**config.mk**
```make
export PLATFORM = sky130hd
export DESIGN_NAME = pcie_mem_arbiter
export DESIGN_NICKNAME = d
export VERILOG_FILES = /design/src/rtl/pcie_mem_arbiter.sv
export SDC_FILE = /design/constraint.sdc
export NUM_CORES = 1
export LEC_CHECK = 0
export CORE_UTILIZATION = 45
export CTS_CLUSTER_SIZE = 25
export DETAILED_ROUTE_END_ITERATION = 12
export PLACE_DENSITY = 0.92
export SLEW_MARGIN = 20
export SYNTH_ARGS = -nofsm -noshare
export SYNTH_HDL_FRONTEND = slang
export SYNTH_SLANG_ARGS = --single-unit
```
**constraint.sdc**
```tcl
create_clock -name clk -period 5.2 [get_ports clk]
set_input_delay 0.78 -clock clk [delete_from_list [all_inputs] [get_ports clk]]
set_output_delay 0.78 -clock clk [all_outputs]
set_load 0.03 [all_outputs]
```
**src/rtl/pcie_mem_arbiter.sv**
```systemverilog
// ============================================================================
// pcie_mem_arbiter : round-robin arbiter/sequencer sharing the PIO rd/wr port
// Revision: 1.0
// ============================================================================
`default_nettype none

module pcie_mem_arbiter #(
    parameter logic [15:0] BUSY_TIMEOUT = 16'd255
) (
    input  logic        clk,
    input  logic        rst,

    input  logic        req0_valid_i,
    output logic        req0_ready_o,
    input  logic        req0_wr_i,
    input  logic [13:0] req0_addr_i,
    input  logic [3:0]  req0_be_i,
    input  logic [31:0] req0_wdata_i,
    output logic        resp0_valid_o,
    output logic [31:0] resp0_data_o,

    input  logic        req1_valid_i,
    output logic        req1_ready_o,
    input  logic        req1_wr_i,
    input  logic [13:0] req1_addr_i,
    input  logic [3:0]  req1_be_i,
    input  logic [31:0] req1_wdata_i,
    output logic        resp1_valid_o,
    output logic [31:0] resp1_data_o,

    output logic [13:0] mem_rd_addr_o,
    output logic [3:0]  mem_rd_be_o,
    input  logic [31:0] mem_rd_data_i,
    output logic        mem_wr_en_o,
    output logic [13:0] mem_wr_addr_o,
    output logic [7:0]  mem_wr_be_o,
    output logic [31:0] mem_wr_data_o,
    input  logic        mem_wr_busy_i,
    output logic        err_wr_timeout_o
);

    typedef enum logic [1:0] {
        S_IDLE    = 2'd0,
        S_WRITE   = 2'd1,
        S_RD_ADDR = 2'd2,
        S_RD_DATA = 2'd3
    } state_t;

    // Last stall count value before the write is abandoned.
    localparam logic [15:0] c_STALL_LAST = BUSY_TIMEOUT - 16'd1;

    state_t      state_q;
    logic        prio_q;
    logic        id_q;
    logic [15:0] stall_q;
    logic        wr_en_q;
    logic [13:0] wr_addr_q;
    logic [7:0]  wr_be_q;
    logic [31:0] wr_data_q;
    logic [13:0] rd_addr_q;
    logic [3:0]  rd_be_q;
    logic        resp0_valid_q;
    logic        resp1_valid_q;
    logic [31:0] resp0_data_q;
    logic [31:0] resp1_data_q;
    logic        err_q;

    logic        w_grant;
    logic        w_win;
    logic        w_sel_wr;
    logic [13:0] w_sel_addr;
    logic [3:0]  w_sel_be;
    logic [31:0] w_sel_wdata;

    always_comb begin
        w_win       = (req0_valid_i && req1_valid_i) ? prio_q : req1_valid_i;
        w_grant     = (state_q == S_IDLE) && !rst && (req0_valid_i || req1_valid_i);
        w_sel_wr    = w_win ? req1_wr_i    : req0_wr_i;
        w_sel_addr  = w_win ? req1_addr_i  : req0_addr_i;
        w_sel_be    = w_win ? req1_be_i    : req0_be_i;
        w_sel_wdata = w_win ? req1_wdata_i : req0_wdata_i;
    end

    assign req0_ready_o = w_grant && !w_win;
    assign req1_ready_o = w_grant &&  w_win;

    always_ff @(posedge clk) begin
        if (rst) begin
            state_q       <= S_IDLE;
            prio_q        <= 1'b0;
            id_q          <= 1'b0;
            stall_q       <= 16'd0;
            wr_en_q       <= 1'b0;
            wr_addr_q     <= 14'd0;
            wr_be_q       <= 8'd0;
            wr_data_q     <= 32'd0;
            rd_addr_q     <= 14'd0;
            rd_be_q       <= 4'd0;
            resp0_valid_q <= 1'b0;
            resp1_valid_q <= 1'b0;
            resp0_data_q  <= 32'd0;
            resp1_data_q  <= 32'd0;
            err_q         <= 1'b0;
        end else begin
            resp0_valid_q <= 1'b0;
            resp1_valid_q <= 1'b0;
            case (state_q)
                S_IDLE: begin
                    if (w_grant) begin
                        prio_q <= ~w_win;
                        id_q   <= w_win;
                        if (w_sel_wr) begin
                            state_q   <= S_WRITE;
                            wr_en_q   <= 1'b1;
                            wr_addr_q <= w_sel_addr;
                            wr_be_q   <= {4'b0000, w_sel_be};
                            wr_data_q <= w_sel_wdata;
                        end else begin
                            state_q   <= S_RD_ADDR;
                            rd_addr_q <= w_sel_addr;
                            rd_be_q   <= w_sel_be;
                        end
                    end
                end
                S_WRITE: begin
                    // A stuck busy drops the write once it has been held BUSY_TIMEOUT cycles.
                    if (!mem_wr_busy_i) begin
                        wr_en_q <= 1'b0;
                        stall_q <= 16'd0;
                        state_q <= S_IDLE;
                    end else if (stall_q == c_STALL_LAST) begin
                        wr_en_q <= 1'b0;
                        stall_q <= 16'd0;
                        err_q   <= 1'b1;
                        state_q <= S_IDLE;
                    end else begin
                        stall_q <= stall_q + 16'd1;
                    end
                end
                S_RD_ADDR: begin
                    state_q <= S_RD_DATA;
                end
                S_RD_DATA: begin
                    if (id_q) begin
                        resp1_data_q  <= mem_rd_data_i;
                        resp1_valid_q <= 1'b1;
                    end else begin
                        resp0_data_q  <= mem_rd_data_i;
                        resp0_valid_q <= 1'b1;
                    end
                    state_q <= S_IDLE;
                end
                default: begin
                    state_q <= S_IDLE;
                end
            endcase
        end
    end

    assign mem_rd_addr_o    = rd_addr_q;
    assign mem_rd_be_o      = rd_be_q;
    assign mem_wr_en_o      = wr_en_q;
    assign mem_wr_addr_o    = wr_addr_q;
    assign mem_wr_be_o      = wr_be_q;
    assign mem_wr_data_o    = wr_data_q;
    assign resp0_valid_o    = resp0_valid_q;
    assign resp1_valid_o    = resp1_valid_q;
    assign resp0_data_o     = resp0_data_q;
    assign resp1_data_o     = resp1_data_q;
    assign err_wr_timeout_o = err_q;

endmodule

`default_nettype wire

```
Yosys cells after proc, flatten, opt, wreduce, memory -nomap -nowiden
Cells that the tools add are included.
Widths: inputs -> output; s select.
{"block": "op_classes", "n_addsub": 1, "multipliers": 0, "n_bitwise": 4, "order_cmp": 0, "n_div": 0, "reduce_logical": 19, "muxes": 19, "n_eq_ne": 7, "n_shift": 0}
{"cell": "$mux 16", "n": 2}
{"cell": "$mux 32", "n": 1}
{"cell": "$add 16x1->16 const B", "n": 1}
{"cell": "$eq 16x8->1 const B", "n": 1}
{"cell": "$mux 14", "n": 1}
{"cell": "$reduce_and 3->1", "n": 3}
{"cell": "$mux 1", "n": 8}
{"cell": "$mux 2", "n": 4}
{"cell": "$pmux 2 s4", "n": 1}
{"cell": "$reduce_and 2->1", "n": 4}
{"cell": "$logic_and 1x1->1", "n": 5}
{"cell": "$eq 2x2->1 const B", "n": 2}
{"cell": "$mux 4", "n": 1}
{"cell": "$ne 2x2->1 const B", "n": 2}
{"cell": "$not 1->1", "n": 4}
{"cell": "$reduce_and 4->1", "n": 1}
{"cell": "$ne 3x3->1 const B", "n": 1}
{"cell": "$eq 2x1->1 const B", "n": 1}
{"cell": "$logic_not 1->1", "n": 2}
{"cell": "$logic_not 2->1", "n": 1}
{"cell": "$pmux 1 s2", "n": 1}
{"cell": "$reduce_bool 2->1", "n": 1}
{"cell": "$reduce_or 2->1", "n": 1}
{"cell": "$logic_or 1x1->1", "n": 1}
{"block": "word_totals", "output_inout_bits": 142, "latchBits": 0, "memories": 0, "regBits": 156, "mem_bits_rw": 0, "rom_bits": 0, "elab_cells": 65, "inputBits": 139}

Depth between registers and ports, before layout
{"block": "logic_depth", "ltp_word": 6, "depth_mapped": 8, "depth_no_buf": 7}

Worst setup path before layout
No wires, ideal clock.
{"block": "synth_timing", "path_kind": "input to output", "startpoint": "input port req1_valid_i", "endpoint": "output port req0_ready_o", "cell_stages": 4, "slack_ns": 2.501, "t_required_ns": 4.420, "path_buffers": 1, "t_arrival_ns": 1.919, "cell_sequence": "buf_2 > nor2_1 > or4_1 > a21oi_1"}
{"block": "synth_via", "elab_chain_len": 4, "word_cells_on_any_way": 6, "classes_between": "mux (1); reduce/logical (5)"}
{"element": "start, declared", "line_no": "22", "text": "input logic req1_valid_i,"}
{"element": "$logic_and 1x1->1", "line_no": "76", "text": "w_win = (req0_valid_i && req1_valid_i) ? prio_q : req1_valid_i;"}
{"element": "$mux 1", "line_no": "76"}
{"element": "$logic_not 1->1", "line_no": "84", "text": "assign req0_ready_o = w_grant && !w_win;"}
{"element": "$logic_and 1x1->1 *", "line_no": "84"}
{"element": "end, declared", "line_no": "14", "text": "output logic req0_ready_o,"}
Mark *: on every way between the ends. The rest lies on a longest branch, timed or not.

Worst setup path after layout
Same ends and word-level chain as after synthesis.

==> run metrics <==
status=complete, no violations; Slew @ Worst Pin=0.891 ns; CTS Root Cell=clkbuf_16; GRT Resource Usage Total=0.268; Starting DRT DRC Count=442; critical path peak fanout=8; worst-path cell chain=clkdlybuf4s50_1, nor2_1, or4_1, a21oi_1, clkdlybuf4s50_1; Worst path top cell family by delay=buffers and inverters; Placer Congestion=0.806; vias in the first global route=6016; P&R area growth vs syn=53.5%; Die Ht=121 µm; FMAX=274 MHz; CTS sink cnt=roughly 160; DRC=0; HPWL Detailed=13400 µm; Via-to-Cell Ratio=around 5.3; routed wire length=19400 µm; Critical Path Start Type=primary input; flops & latches, synth=roughly 160; Syn Area/Cell=8.77 µm²; worst hold start=resp0_data_o[2]$_SDFFE_PP0P_; DIE AREA=about 0.015 mm²; count leader, synth=dfxtp_1; Worst Setup SP=req1_valid_i; Synth cell types=50; setup repair bufs after CTS=0; critical path buffer and inverter count=2; setup_tns=0 ns; Peak VDD IR=0.000221 V; RSZ-0062 raised after global routing=no; Initial Utilization=0.469; Max Cap Viol=0; Die Span X=121 µm; core box area=roughly 0.014 mm²; Critical Path Most Common Cell=clkdlybuf4s50_1; nets=1112; slowest stage delay, CP=around 0.71 ns; main combinational cell family by area after synthesis=simple AND/OR/NAND/NOR gates; Leakage=0.00366 µW; R2R depth=5; H-tree levels=4; post-synthesis mux area share=0.107; Post-synth ARST share=0; Min-Delay Path Depth=2; Crit. End Element=output pin; Reg clk slew, reported paths=~0.05 ns; Required @ worst endpoint=4.42 ns; Hold Violations, Final=0; CTS tree=built; Final period util=0.701; fin util=0.720; synth warn=0; type of the worst setup path=in -> out; Fill cells=955; hold_buf cts=0; Diodes inserted=0; synthesized area=roughly 0.0063 mm²; PostCTS Resize Cnt=0; Setup Viol. Count Final=0; Max-slew headroom=0.406; Mapped Cells=slightly above 700; XOR/XNOR share of the synthesized area=0.00138; critical path data arrival time=2.86 ns; CP Depth=5; first-pass GRT wire length=between 30000 and 40000 µm; port buffer count=276; post-synthesis simple-gate area fraction=0.206; top post-synthesis cells by count=156 x dfxtp_1, 141 x nand2_1, 75 x a21oi_1; pwr dens=318 mW/mm²; worst flop-to-flop path startpoint=state_q[1]$_SDFFE_PP0P_; Max clock buf depth=2; I/O Pins=approximately 280; DR WL/cell=16.7 µm; worst hold path class=reg -> reg; first drt pass iteration count=7; Synth area leader=dfxtp_1; Critical-path top delay cell=clkdlybuf4s50_1; initial antenna violation count=0; synthesized-area fraction occupied by adder cells=0.00395; pin count of the biggest net entering global routing=87; Remaining Overflow, GRT=0; number of CTS-inserted buffers=17; Clock Skews=between 0.008 and 0.009 ns; Rows=42; Vias=about 6100; Synth top area share=0.493; register area share after synthesis=0.493; synth top area cells=dfxtp_1 49%, mux2i_1 11%, nand2_1 8.4%; layout cells sized above 1=0.0539; complex-gate fraction of the synthesized area=0.145; Final Max Slew Viols=0; ys flop type=dfxtp_1; Clock Latency Late Sink=between 0.4 and 0.5 ns; Antenna Nets Post-Route=0; Post-synth EDFFs=0; Min Clock Period, post-route=3.64 ns
==> kinds of logic after synthesis <==
logic type               Yosys count
XOR/XNOR                           1
buffers and inverters             60
AO/OA/AOI/OAI                    157
adder cells (fa/ha/maj)            2
flip-flops                       156
AND/OR/NAND/NOR                  277
multiplexers                      68
other                              1
==> registers in the layout (all words and copies together), names as in the netlist <==
signal and flops:
resp1_valid_o 1, resp1_data_o 32, state_q 2, mem_wr_data_o 32, mem_rd_addr_o 14, mem_rd_be_o 4
resp0_data_o 32, mem_wr_addr_o 14, stall_q 16, err_wr_timeout_o 1, id_q 1, resp0_valid_o 1
mem_wr_be_o 4, prio_q 1, mem_wr_en_o 1
==> cells in the final DEF, fill, tap and decap left out, drive strengths merged, types with 4 or more instances in the layout <==
master         Yosys  layout
clkinvlp           0       6
nand2            142     142
nand2b            21      21
mux2i             68      68
a21oi             75      75
conb               1       4
and3               6       6
buf               22       8
a211oi            35      35
o21ai             29      29
nand3              9       9
dfxtp            156     156
nand4              4       4
nor4               6       6
nand3b            18      18
clkdlybuf4s50      0     275
inv                4       4
nor3               9       9
clkbuf            34      20
a31oi              5       5
nor2              49      49
==> layout make-up <==
cell class,count,area (µm²),share of cell area
multi-input cells,509,2970,0.306
flip-flops and latches,156,3120,0.321
inverters,4,15.0,0.00154
clock inverters,11,120,0.0124
repair buffers,283,2810,0.289
well taps,176,220,0.0227
clock buffers,20,457,0.0470
==> worst paths after layout <==
| path | endpoint | slack, ns |
|---|---|---|
| max reg2reg | mem_wr_data_o[23]$_SDFFE_PP0P_ | 2.87 |
| max | req0_ready_o | 1.56 |
| min reg2reg | resp0_data_o[2]$_SDFFE_PP0P_ | 0.45 |
| min | resp0_data_o[2]$_SDFFE_PP0P_ | 0.45 |
==> where the power goes <==
group          switching (µW)  internal [µW]  leakage [µW]
Sequential               41.1           1260       0.00127
Combinational             308            271       0.00213
Clock                     486            725      0.000266
==> worst register-to-register path: stages, from the launching register on <==
cell and delay (ns):
dfxtp_1 0.41, nor4_2 0.50, o21a_2 0.57, buf_4 0.44, nor2_1 0.09, a211oi_1 0.23
==> metal layers <==
layer | vias up | GRT usage | part of all wire
met2 | 219 | 0.476 | 0.51
met4 | 0 | 0.106 | 0.032
li1 | 2987 | - | -
met3 | 48 | 0.101 | 0.078
met1 | 2892 | 0.284 | 0.38
met5 | - | 0 | 0
==> metrics by stage <==
step	setup WS (ns)	instance area, µm²	hold slack, ns	cells	power (µW)
finish	1.56	9720	0.452	1159	3090
CTS	1.56	9720	0.454	1159	3100
detailed placement	1.56	9140	0.446	1128	1900
global route	1.45	9720	0.476	1159	3200
floorplan	2.50	6340	0.440	725	1630
global placement	1.56	9140	0.441	1128	1890
No activity file was read; power rests on OpenSTA's default activity.
